File: src/rtl/spi_frame_ctrl_if.sv
// spi_frame_ctrl_if: request and SPI pin bundle for spi_frame_ctrl.
//   data_in   frame word, sampled when a start is accepted
//   start_in  start request
//   busy_out  frame in progress
//   done_out  one-cycle completion pulse
//   sclk_out  serial clock (mode 0, idles low)
//   mosi_out  serial data, MSB first
//   cs_n_out  active-low chip select
// slave is the frame controller; master is the word producer / observer.
interface spi_frame_ctrl_if #(
  parameter int unsigned SIZE = 8
);
  logic [SIZE-1:0] data_in;
  logic            start_in;
  logic            busy_out;
  logic            done_out;
  logic            sclk_out;
  logic            mosi_out;
  logic            cs_n_out;

  modport master (
    output data_in, start_in,
    input  busy_out, done_out, sclk_out, mosi_out, cs_n_out
  );

  modport slave (
    input  data_in, start_in,
    output busy_out, done_out, sclk_out, mosi_out, cs_n_out
  );
endinterface

File: src/rtl/spi_frame_ctrl.sv
// spi_frame_ctrl: sequences one SPI write frame (mode 0, MSB first) for the
// stepper driver chips. A start in IDLE latches data_in, asserts chip select,
// waits CS_SETUP clocks, emits SIZE serial clocks of 2*CLK_DIV system clocks
// each, holds chip select for CS_HOLD clocks and pulses done_out.
// Ports:
//   clk_in    system clock, rising edge
//   reset_in  synchronous active-high reset; aborts any frame without done_out
//   bus       spi_frame_ctrl_if slave modport (request + SPI pins)
module spi_frame_ctrl #(
  parameter int unsigned SIZE     = 8,
  parameter int unsigned CLK_DIV  = 4,
  parameter int unsigned CS_SETUP = 2,
  parameter int unsigned CS_HOLD  = 2
) (
  input logic              clk_in,
  input logic              reset_in,
  spi_frame_ctrl_if.slave  bus
);

  localparam int unsigned MaxA     = (CLK_DIV > CS_SETUP) ? CLK_DIV : CS_SETUP;
  localparam int unsigned PhaseMax = (MaxA > CS_HOLD) ? MaxA : CS_HOLD;
  localparam int unsigned PhaseW   = $clog2(PhaseMax + 1);
  localparam int unsigned BitW     = $clog2(SIZE);

  // Phase counter counts down to zero, so each load is the duration minus one.
  localparam logic [PhaseW-1:0] SetupLoad = PhaseW'(CS_SETUP - 1);
  localparam logic [PhaseW-1:0] DivLoad   = PhaseW'(CLK_DIV - 1);
  localparam logic [PhaseW-1:0] HoldLoad  = PhaseW'(CS_HOLD - 1);
  localparam logic [BitW-1:0]   LastBit   = BitW'(SIZE - 1);

  typedef enum logic [2:0] {
    StIdle,
    StSetup,
    StLow,
    StHigh,
    StHold
  } state_e;

  state_e            state_q, state_d;
  logic [PhaseW-1:0] phase_q, phase_d;
  logic [BitW-1:0]   bit_q, bit_d;
  logic [SIZE-1:0]   shreg_q, shreg_d;
  logic              done_q, done_d;

  // State and datapath registers.
  always_ff @(posedge clk_in) begin
    if (reset_in) begin
      state_q <= StIdle;
      phase_q <= '0;
      bit_q   <= '0;
      shreg_q <= '0;
      done_q  <= 1'b0;
    end else begin
      state_q <= state_d;
      phase_q <= phase_d;
      bit_q   <= bit_d;
      shreg_q <= shreg_d;
      done_q  <= done_d;
    end
  end

  // Next-state and datapath update.
  always_comb begin
    state_d = state_q;
    phase_d = phase_q;
    bit_d   = bit_q;
    shreg_d = shreg_q;
    done_d  = 1'b0;
    unique case (state_q)
      StIdle: begin
        if (bus.start_in) begin
          state_d = StSetup;
          shreg_d = bus.data_in;
          phase_d = SetupLoad;
          bit_d   = '0;
        end
      end
      StSetup: begin
        if (phase_q == '0) begin
          state_d = StLow;
          phase_d = DivLoad;
        end else begin
          phase_d = phase_q - PhaseW'(1);
        end
      end
      StLow: begin
        if (phase_q == '0) begin
          state_d = StHigh;
          phase_d = DivLoad;
        end else begin
          phase_d = phase_q - PhaseW'(1);
        end
      end
      StHigh: begin
        if (phase_q == '0) begin
          if (bit_q == LastBit) begin
            state_d = StHold;
            phase_d = HoldLoad;
          end else begin
            // Shifting on the falling edge keeps mosi stable across the next rise.
            state_d = StLow;
            phase_d = DivLoad;
            shreg_d = {shreg_q[SIZE-2:0], 1'b0};
            bit_d   = bit_q + BitW'(1);
          end
        end else begin
          phase_d = phase_q - PhaseW'(1);
        end
      end
      StHold: begin
        if (phase_q == '0) begin
          state_d = StIdle;
          done_d  = 1'b1;
        end else begin
          phase_d = phase_q - PhaseW'(1);
        end
      end
      default: state_d = StIdle;
    endcase
  end

  // Outputs decode purely from registered state, so they change one clock after the event.
  always_comb begin
    bus.cs_n_out = 1'b1;
    bus.sclk_out = 1'b0;
    bus.mosi_out = 1'b0;
    bus.busy_out = 1'b0;
    bus.done_out = done_q;
    unique case (state_q)
      StIdle: begin
        bus.cs_n_out = 1'b1;
      end
      StSetup, StLow, StHold: begin
        bus.cs_n_out = 1'b0;
        bus.mosi_out = shreg_q[SIZE-1];
        bus.busy_out = 1'b1;
      end
      StHigh: begin
        bus.cs_n_out = 1'b0;
        bus.sclk_out = 1'b1;
        bus.mosi_out = shreg_q[SIZE-1];
        bus.busy_out = 1'b1;
      end
      default: begin
        bus.cs_n_out = 1'b1;
      end
    endcase
  end

endmodule

File: src/flat_wrapper.sv
// flat-port wrapper written by rule: the top's interface ports become plain ports
module spi_frame_ctrl_flat 
#(
  parameter int unsigned SIZE     = 8,
  parameter int unsigned CLK_DIV  = 4,
  parameter int unsigned CS_SETUP = 2,
  parameter int unsigned CS_HOLD  = 2
)
  (clk_in, reset_in, bus_data_in, bus_start_in, bus_busy_out, bus_done_out, bus_sclk_out, bus_mosi_out, bus_cs_n_out);
  spi_frame_ctrl_if #(.SIZE(SIZE)) bus_i ();
  input logic clk_in;
  input logic reset_in;
  input wire logic [$bits(bus_i.data_in)-1:0] bus_data_in;
  input wire logic [$bits(bus_i.start_in)-1:0] bus_start_in;
  output wire logic [$bits(bus_i.busy_out)-1:0] bus_busy_out;
  output wire logic [$bits(bus_i.done_out)-1:0] bus_done_out;
  output wire logic [$bits(bus_i.sclk_out)-1:0] bus_sclk_out;
  output wire logic [$bits(bus_i.mosi_out)-1:0] bus_mosi_out;
  output wire logic [$bits(bus_i.cs_n_out)-1:0] bus_cs_n_out;
  assign bus_i.data_in = bus_data_in;
  assign bus_i.start_in = bus_start_in;
  assign bus_busy_out = bus_i.busy_out;
  assign bus_done_out = bus_i.done_out;
  assign bus_sclk_out = bus_i.sclk_out;
  assign bus_mosi_out = bus_i.mosi_out;
  assign bus_cs_n_out = bus_i.cs_n_out;
  spi_frame_ctrl #(.SIZE(SIZE), .CLK_DIV(CLK_DIV), .CS_SETUP(CS_SETUP), .CS_HOLD(CS_HOLD)) u_core (.clk_in(clk_in), .reset_in(reset_in), .bus(bus_i));
endmodule
File: config.mk
export PLATFORM = sky130hd
export DESIGN_NAME = spi_frame_ctrl_flat
export DESIGN_NICKNAME = d
export VERILOG_FILES = /design/src/rtl/spi_frame_ctrl_if.sv /design/src/rtl/spi_frame_ctrl.sv /design/src/flat_wrapper.sv
export SDC_FILE = /design/constraint.sdc
export NUM_CORES = 1
export LEC_CHECK = 0
export CAP_MARGIN = 0
export CORE_ASPECT_RATIO = 0.9
export CORE_MARGIN = 3
export CORE_UTILIZATION = 31
export CTS_CLUSTER_DIAMETER = 120
export DETAILED_ROUTE_END_ITERATION = 8
export GPL_ROUTABILITY_DRIVEN = 1
export GPL_TIMING_DRIVEN = 0
export HOLD_SLACK_MARGIN = 0.03
export PLACE_DENSITY = 0.49
export SETUP_SLACK_MARGIN = 0.3
export SLEW_MARGIN = 20
export SYNTH_ARGS = -nofsm -noshare
export SYNTH_HDL_FRONTEND = slang
export SYNTH_SLANG_ARGS = --single-unit
File: constraint.sdc
create_clock -name clk_in -period 2.3 [get_ports clk_in]
set_input_delay 0.46 -clock clk_in [delete_from_list [all_inputs] [get_ports clk_in]]
set_output_delay 0.46 -clock clk_in [all_outputs]
set_load 0.02 [all_outputs]
=== Word level (Yosys, flattened, before mapping) ===
Index checks and enable logic that the tools add are counted.

* Add/subtract/negate cells: 2
* Equality and inequality tests: 12
* Muxes and demuxes: 25
* Bitwise operators: 1
* Reductions and logical operators: 10

{| class="wikitable"
|+ Operator list
! kind !! count
|-
| $mux 3 || 12
|-
| $mux 8 || 3
|-
| $pmux 8 s2 || 1
|-
| $pmux 3 s5 || 1
|-
| $pmux 3 s4 || 1
|-
| $ne 2x1->1 const B || 4
|-
| $eq 3x2->1 const B || 2
|-
| $eq 3x3->1 const B || 2
|-
| $logic_not 3->1 || 2
|-
| $ne 2x2->1 const B || 3
|-
| $pmux 3 s2 || 1
|-
| $mux 1 || 5
|-
| $reduce_and 5->1 || 1
|-
| $reduce_and 4->1 || 1
|-
| $reduce_bool 4->1 || 1
|-
| $reduce_or 2->1 || 2
|-
| $reduce_or 4->1 || 1
|-
| $add 3x1->3 const B || 1
|-
| $eq 3x1->1 const B || 1
|-
| $reduce_and 3->1 || 1
|-
| $sub 3x1->3 const B || 1
|-
| $mux 2 || 1
|-
| $reduce_bool 2->1 || 1
|-
| $not 1->1 || 1
|}

* Register bits: 18
* Bits of input ports: 11
* Output and inout port bits: 5
* Logic and storage cells: 55

=== Logic depth before layout (Yosys ltp) ===
* Depth after elaboration: 4
* Gate-level depth with buffers: 8
* Mapped depth without buffers: 6

=== Worst setup path after synthesis ===
No wires, ideal clock.

* Path kind: reg-to-output
* Start: register u_core.state_q[1]
* End: output port bus_mosi_out
* Arrival: 1.468 ns
* Required time: 1.840 ns
* Path slack: 0.372 ns
* Stages on the path, launching flop included: 4
* Buffers on the path: 0
* Path through: dfxtp_1 -> or2_2 -> xnor2_1 -> and2_1

* Longest elaborated chain between the ends: 3
* Elaborated cells on any way between the ends: 6
* Classes of those cells: 4 x eq/ne; 1 x mux; 1 x reduce/logical

{| class="wikitable"
|+ RTL lines
! what !! line !! text
|-
| start: declaration || spi_frame_ctrl.sv:39 || <nowiki>state_e state_q, state_d;</nowiki>
|-
| start signal: assignment || spi_frame_ctrl.sv:48 || <nowiki>state_q <= StIdle;</nowiki>
|-
| start signal: assignment || spi_frame_ctrl.sv:54 || <nowiki>state_q <= state_d;</nowiki>
|-
| $eq 3x1->1 (tied with other cells) || spi_frame_ctrl.sv:129 || <nowiki>unique case (state_q)</nowiki>
|-
| $reduce_or 4->1 (no source line) * || - ||
|-
| $mux 1 * || spi_frame_ctrl.sv:129 ||
|-
| end: declaration || flat_wrapper.sv:18 || <nowiki>output wire logic [$bits(bus_i.mosi_out)-1:0] bus_mosi_out;</nowiki>
|}

Mark *: on every way between the ends. The rest lies on a longest branch, timed or not.

=== Worst setup path after layout ===
* Start: register u_core.state_q[1]
* End: output port bus_cs_n_out

* Longest elaborated chain between the ends: 3
* Elaborated cells on any way between the ends: 6
* Classes of those cells: 4 x eq/ne; 1 x mux; 1 x reduce/logical

{| class="wikitable"
|+ RTL lines
! what !! line !! text
|-
| $eq 3x1->1 (tied with other cells) || spi_frame_ctrl.sv:129 ||
|-
| $reduce_or 4->1 (no source line) * || - ||
|-
| $mux 1 * || spi_frame_ctrl.sv:129 ||
|-
| end: declaration || flat_wrapper.sv:19 || <nowiki>output wire logic [$bits(bus_i.cs_n_out)-1:0] bus_cs_n_out;</nowiki>
|}

Marks and branches as above.

==> flow_summary.yaml <==
clock_tree:
  cts_max_path_buffers: 2
  clock-root-buffer: "sky130_fd_sc_hd__clkbuf_8"
  htree_levels: 1
  cts_inserted_buffers: 3
  cts-hold-fix-buffers: 0
  clock_insertion_delay_worst_skew_ps: 250
  worst_setup_hold_path_clk_slew_ps: 70
  tritoncts: "done"
  numClockSinks: 18
worst_hold_path:
  worstHoldEndpoint: "u_core.bit_q[1]"
  min_path_type: "reg2reg"
  hold-path-cell-count: 2
  holdCritStartpoint: "u_core.bit_q[1]"
timing:
  finClkSkew_ps: 3.359
  rsz0062_at_grt: "no"
  final.period_utilization_pct: 83.41
  finalSetupViolCount: 0
  timing_max_transition_violations_final: 0
  final-hold-violation-count: 0
  worstMarginPinSlew_ps: 715.3
  maxSlewHeadroom_pct: 52.19
  maxClockFrequency_ghz: 0.5213
  tmin_final_ps: 1918
  final.setup.tns_ps: 0
setup_path:
  timing_worst_setup_path_type: "reg2out"
  maximum_fanout_along_the_worst_path: 5
  critPathLaunchType: "register"
  worst-r2r-setup-slack_ps: 470
  timing.rr.start: "u_core.phase_q[0]"
  worstPathRequired_ps: 1840
  reg2reg_to: "u_core.phase_q[0]"
  critPathCaptureType: "primary output"
  timing.critical_path.arrival_ps: 1460
  rr_worst_depth: 7
layout:
  antenna-diode-count: 0
  synthToLayoutAreaGrowth_pct: 27.56
  layout-drive-gt1-share_pct: 18.11
  layout.cells.most_common: "sky130_fd_sc_hd__dfxtp_1"
  nets: 146
  final_cells: 169
  leading_cell_types_in_the_layout_fill_and_taps_excluded: "sky130_fd_sc_hd__dfxtp_1 (17), sky130_fd_sc_hd__clkdlybuf4s50_1 (11), sky130_fd_sc_hd__inv_1 (9), sky130_fd_sc_hd__mux2i_1 (9), sky130_fd_sc_hd__nor2_1 (9)"
floorplanning:
  io_pins: 16
  design.die.area_um2: 4086
  fp-row-count: 19
  die-width_um: 67.05
  start_util_pct: 33.13
  placeable_area_um2: 3138
  overall_die_height_um: 60.94
logic_synthesis:
  count_of_state_elements_after_synthesis: 18
  post_syn_nets: 124
  yosysWarnings: 0
  post_synth.cell_area_avg_um2: 9.717
  synth.yosys.seq_area_share_pct: 34.66
  synth_edf_count: 0
  number_of_unique_standard_cell_types_used_by_synthesis: 40
  netlist_instances: 107
  mappedNetlistArea_um2: 1040
  ys_dominant_reg_cell: "sky130_fd_sc_hd__dfxtp_1"
  asyncSetResetFlopFracSynth_pct: 0
run_status:
  status: "finished clean"
route:
  detail_route.drc_violations: 0
  routed_wl_mm: 2.136
  dr_total_vias: 849
  drt_iter0_markers: 33
  route.detailed.wl_per_inst_um: 12.64
  dr.pass1.iters: 4
  detail_route.vias_per_cell: 5.024
  route.antenna.remaining_nets: 0
global_route:
  grtUsageTotal_pct: 11.37
  via_count_of_the_first_global_routing_pass: 743
  globalRouteOverflowTotal: 0
  grt_start_max_net_pins: 11
  initial_antenna_violation_count: 0
  global_route_wire_length_before_repair_mm: 3.505
run:
  timing.max_cap.violations: 0
placed_design:
  place_congestion: 0.7241
  placed_cells: 164
  hpwl_dp_mm: 1.565
  io_buffer_count: 15
power_and_ir_drop:
  total_leakage_power_nw: 0.6006
  cellPowerDensity_nw_per_um2: 642.1
  vdd_ir_drop_max_mv: 0.2892
==> critical path: stages, from the launching register on <==
cell and delay (ps):
sky130_fd_sc_hd__dfxtp_1 350, sky130_fd_sc_hd__or2_4 310, sky130_fd_sc_hd__xnor2_4 190, sky130_fd_sc_hd__inv_1 50, sky130_fd_sc_hd__dlygate4sd2_1 310
==> final cells by class <==
cell class,count,area [µm²]
Timing Repair Buffer,17,160.2
Buffer,8,65.06
Fill cell,337,1812
Sequential cell,18,361.6
Tap cell,42,52.55
Inverter,10,41.29
Clock buffer,3,41.29
Multi-Input combinational cell,71,604.3
==> flip-flops by register name (all words and copies together) (netlist names) <==
name and count:
u_core.phase_q 3, u_core.shreg_q 8, u_core.state_q 3, u_core.bus.done_out 1, u_core.bit_q 3
==> worst max path at each step <==
| stage | start | to | slack, ps | depth (start not counted) |
|---|---|---|---|---|
| global route | u_core.state_q[2] | bus_cs_n_out | 300 | 5 |
| floorplan | u_core.state_q[1] | bus_mosi_out | 370 | 3 |
| CTS | u_core.state_q[2] | bus_mosi_out | 240 | 5 |
| finish | u_core.state_q[1] | bus_cs_n_out | 380 | 4 |
| global placement | u_core.state_q[2] | bus_mosi_out | 20 | 5 |
| detailed placement | u_core.state_q[2] | bus_mosi_out | 30 | 5 |
==> layer usage <==
| metal | global-route usage, % | vias to the layer above | wire, µm |
|---|---|---|---|
| li1 | - | 437 | - |
| met1 | 15.50 | 391 | 1046 |
| met2 | 17.23 | 19 | 942 |
| met3 | 4.630 | 2 | 134 |
| met4 | 1.734 | 0 | 12 |
| met5 | 0 | - | 0 |
==> cells by family (layout without fill, tap and decap cells) <==
logic type               Yosys count  after routing  synth area share [%]
AND/OR/NAND/NOR                   31             31                 20.58
AO/OA/AOI/OAI                     23             23                 17.69
flip-flops                        18             18                 34.66
buffers and inverters             18             38                 9.267
multiplexers                      10             10                 9.748
adder cells (fa/ha/maj)            6              6                 7.220
XOR/XNOR                           1              1                0.8425
==> Yosys cell counts (all sizes together), types with 2 or more instances <==
cell / number / area (µm²)
nor2b: 2 / 12.51
nor2: 9 / 33.78
buf: 6 / 51.30
a221oi: 7 / 61.31
ha: 6 / 75.07
nand2b: 3 / 18.77
inv: 10 / 37.54
a21oi: 2 / 10.01
nor4b: 3 / 38.79
clkbuf: 2 / 7.510
a211oi: 4 / 30.03
o32ai: 2 / 17.52
mux2i: 9 / 90.09
dfxtp: 18 / 360.4
or3b: 3 / 26.28
==> per-stage QoR <==
step / instance area, µm² / hold slack (ps) / setup WS [ps] / total power [mW] / util (%)
after floorplan: 1040 / 452.4 / 372.4 / 0.5499 / -
after global placement: 1242 / 469.9 / 24.11 / 0.6246 / 39.59
after detailed placement: 1242 / 472.9 / 26.23 / 0.6267 / 39.59
after CTS: 1314 / 483.6 / 236.0 / 0.8564 / 41.87
after global routing: 1326 / 509.0 / 302.4 / 0.9129 / 42.26
final: 1326 / 481.5 / 381.6 / 0.8517 / 42.26
==> timing repair <==
item	4_1_cts	5_1_grt
buffers inserted	2	0
gates cloned	0	0
setup endpoints to repair	4	4
pin swaps	1	0
resized for setup	11	5
endpoints found under the hold margin	0	0
==> report_power, final <==
group,switching [mW],total [mW],internal [mW]
sequential,0.0209,0.366,0.345
combinational,0.137,0.266,0.128
clock,0.103,0.220,0.116
total,0.262,0.852,0.590
Power figures use the tool's default switching activity.
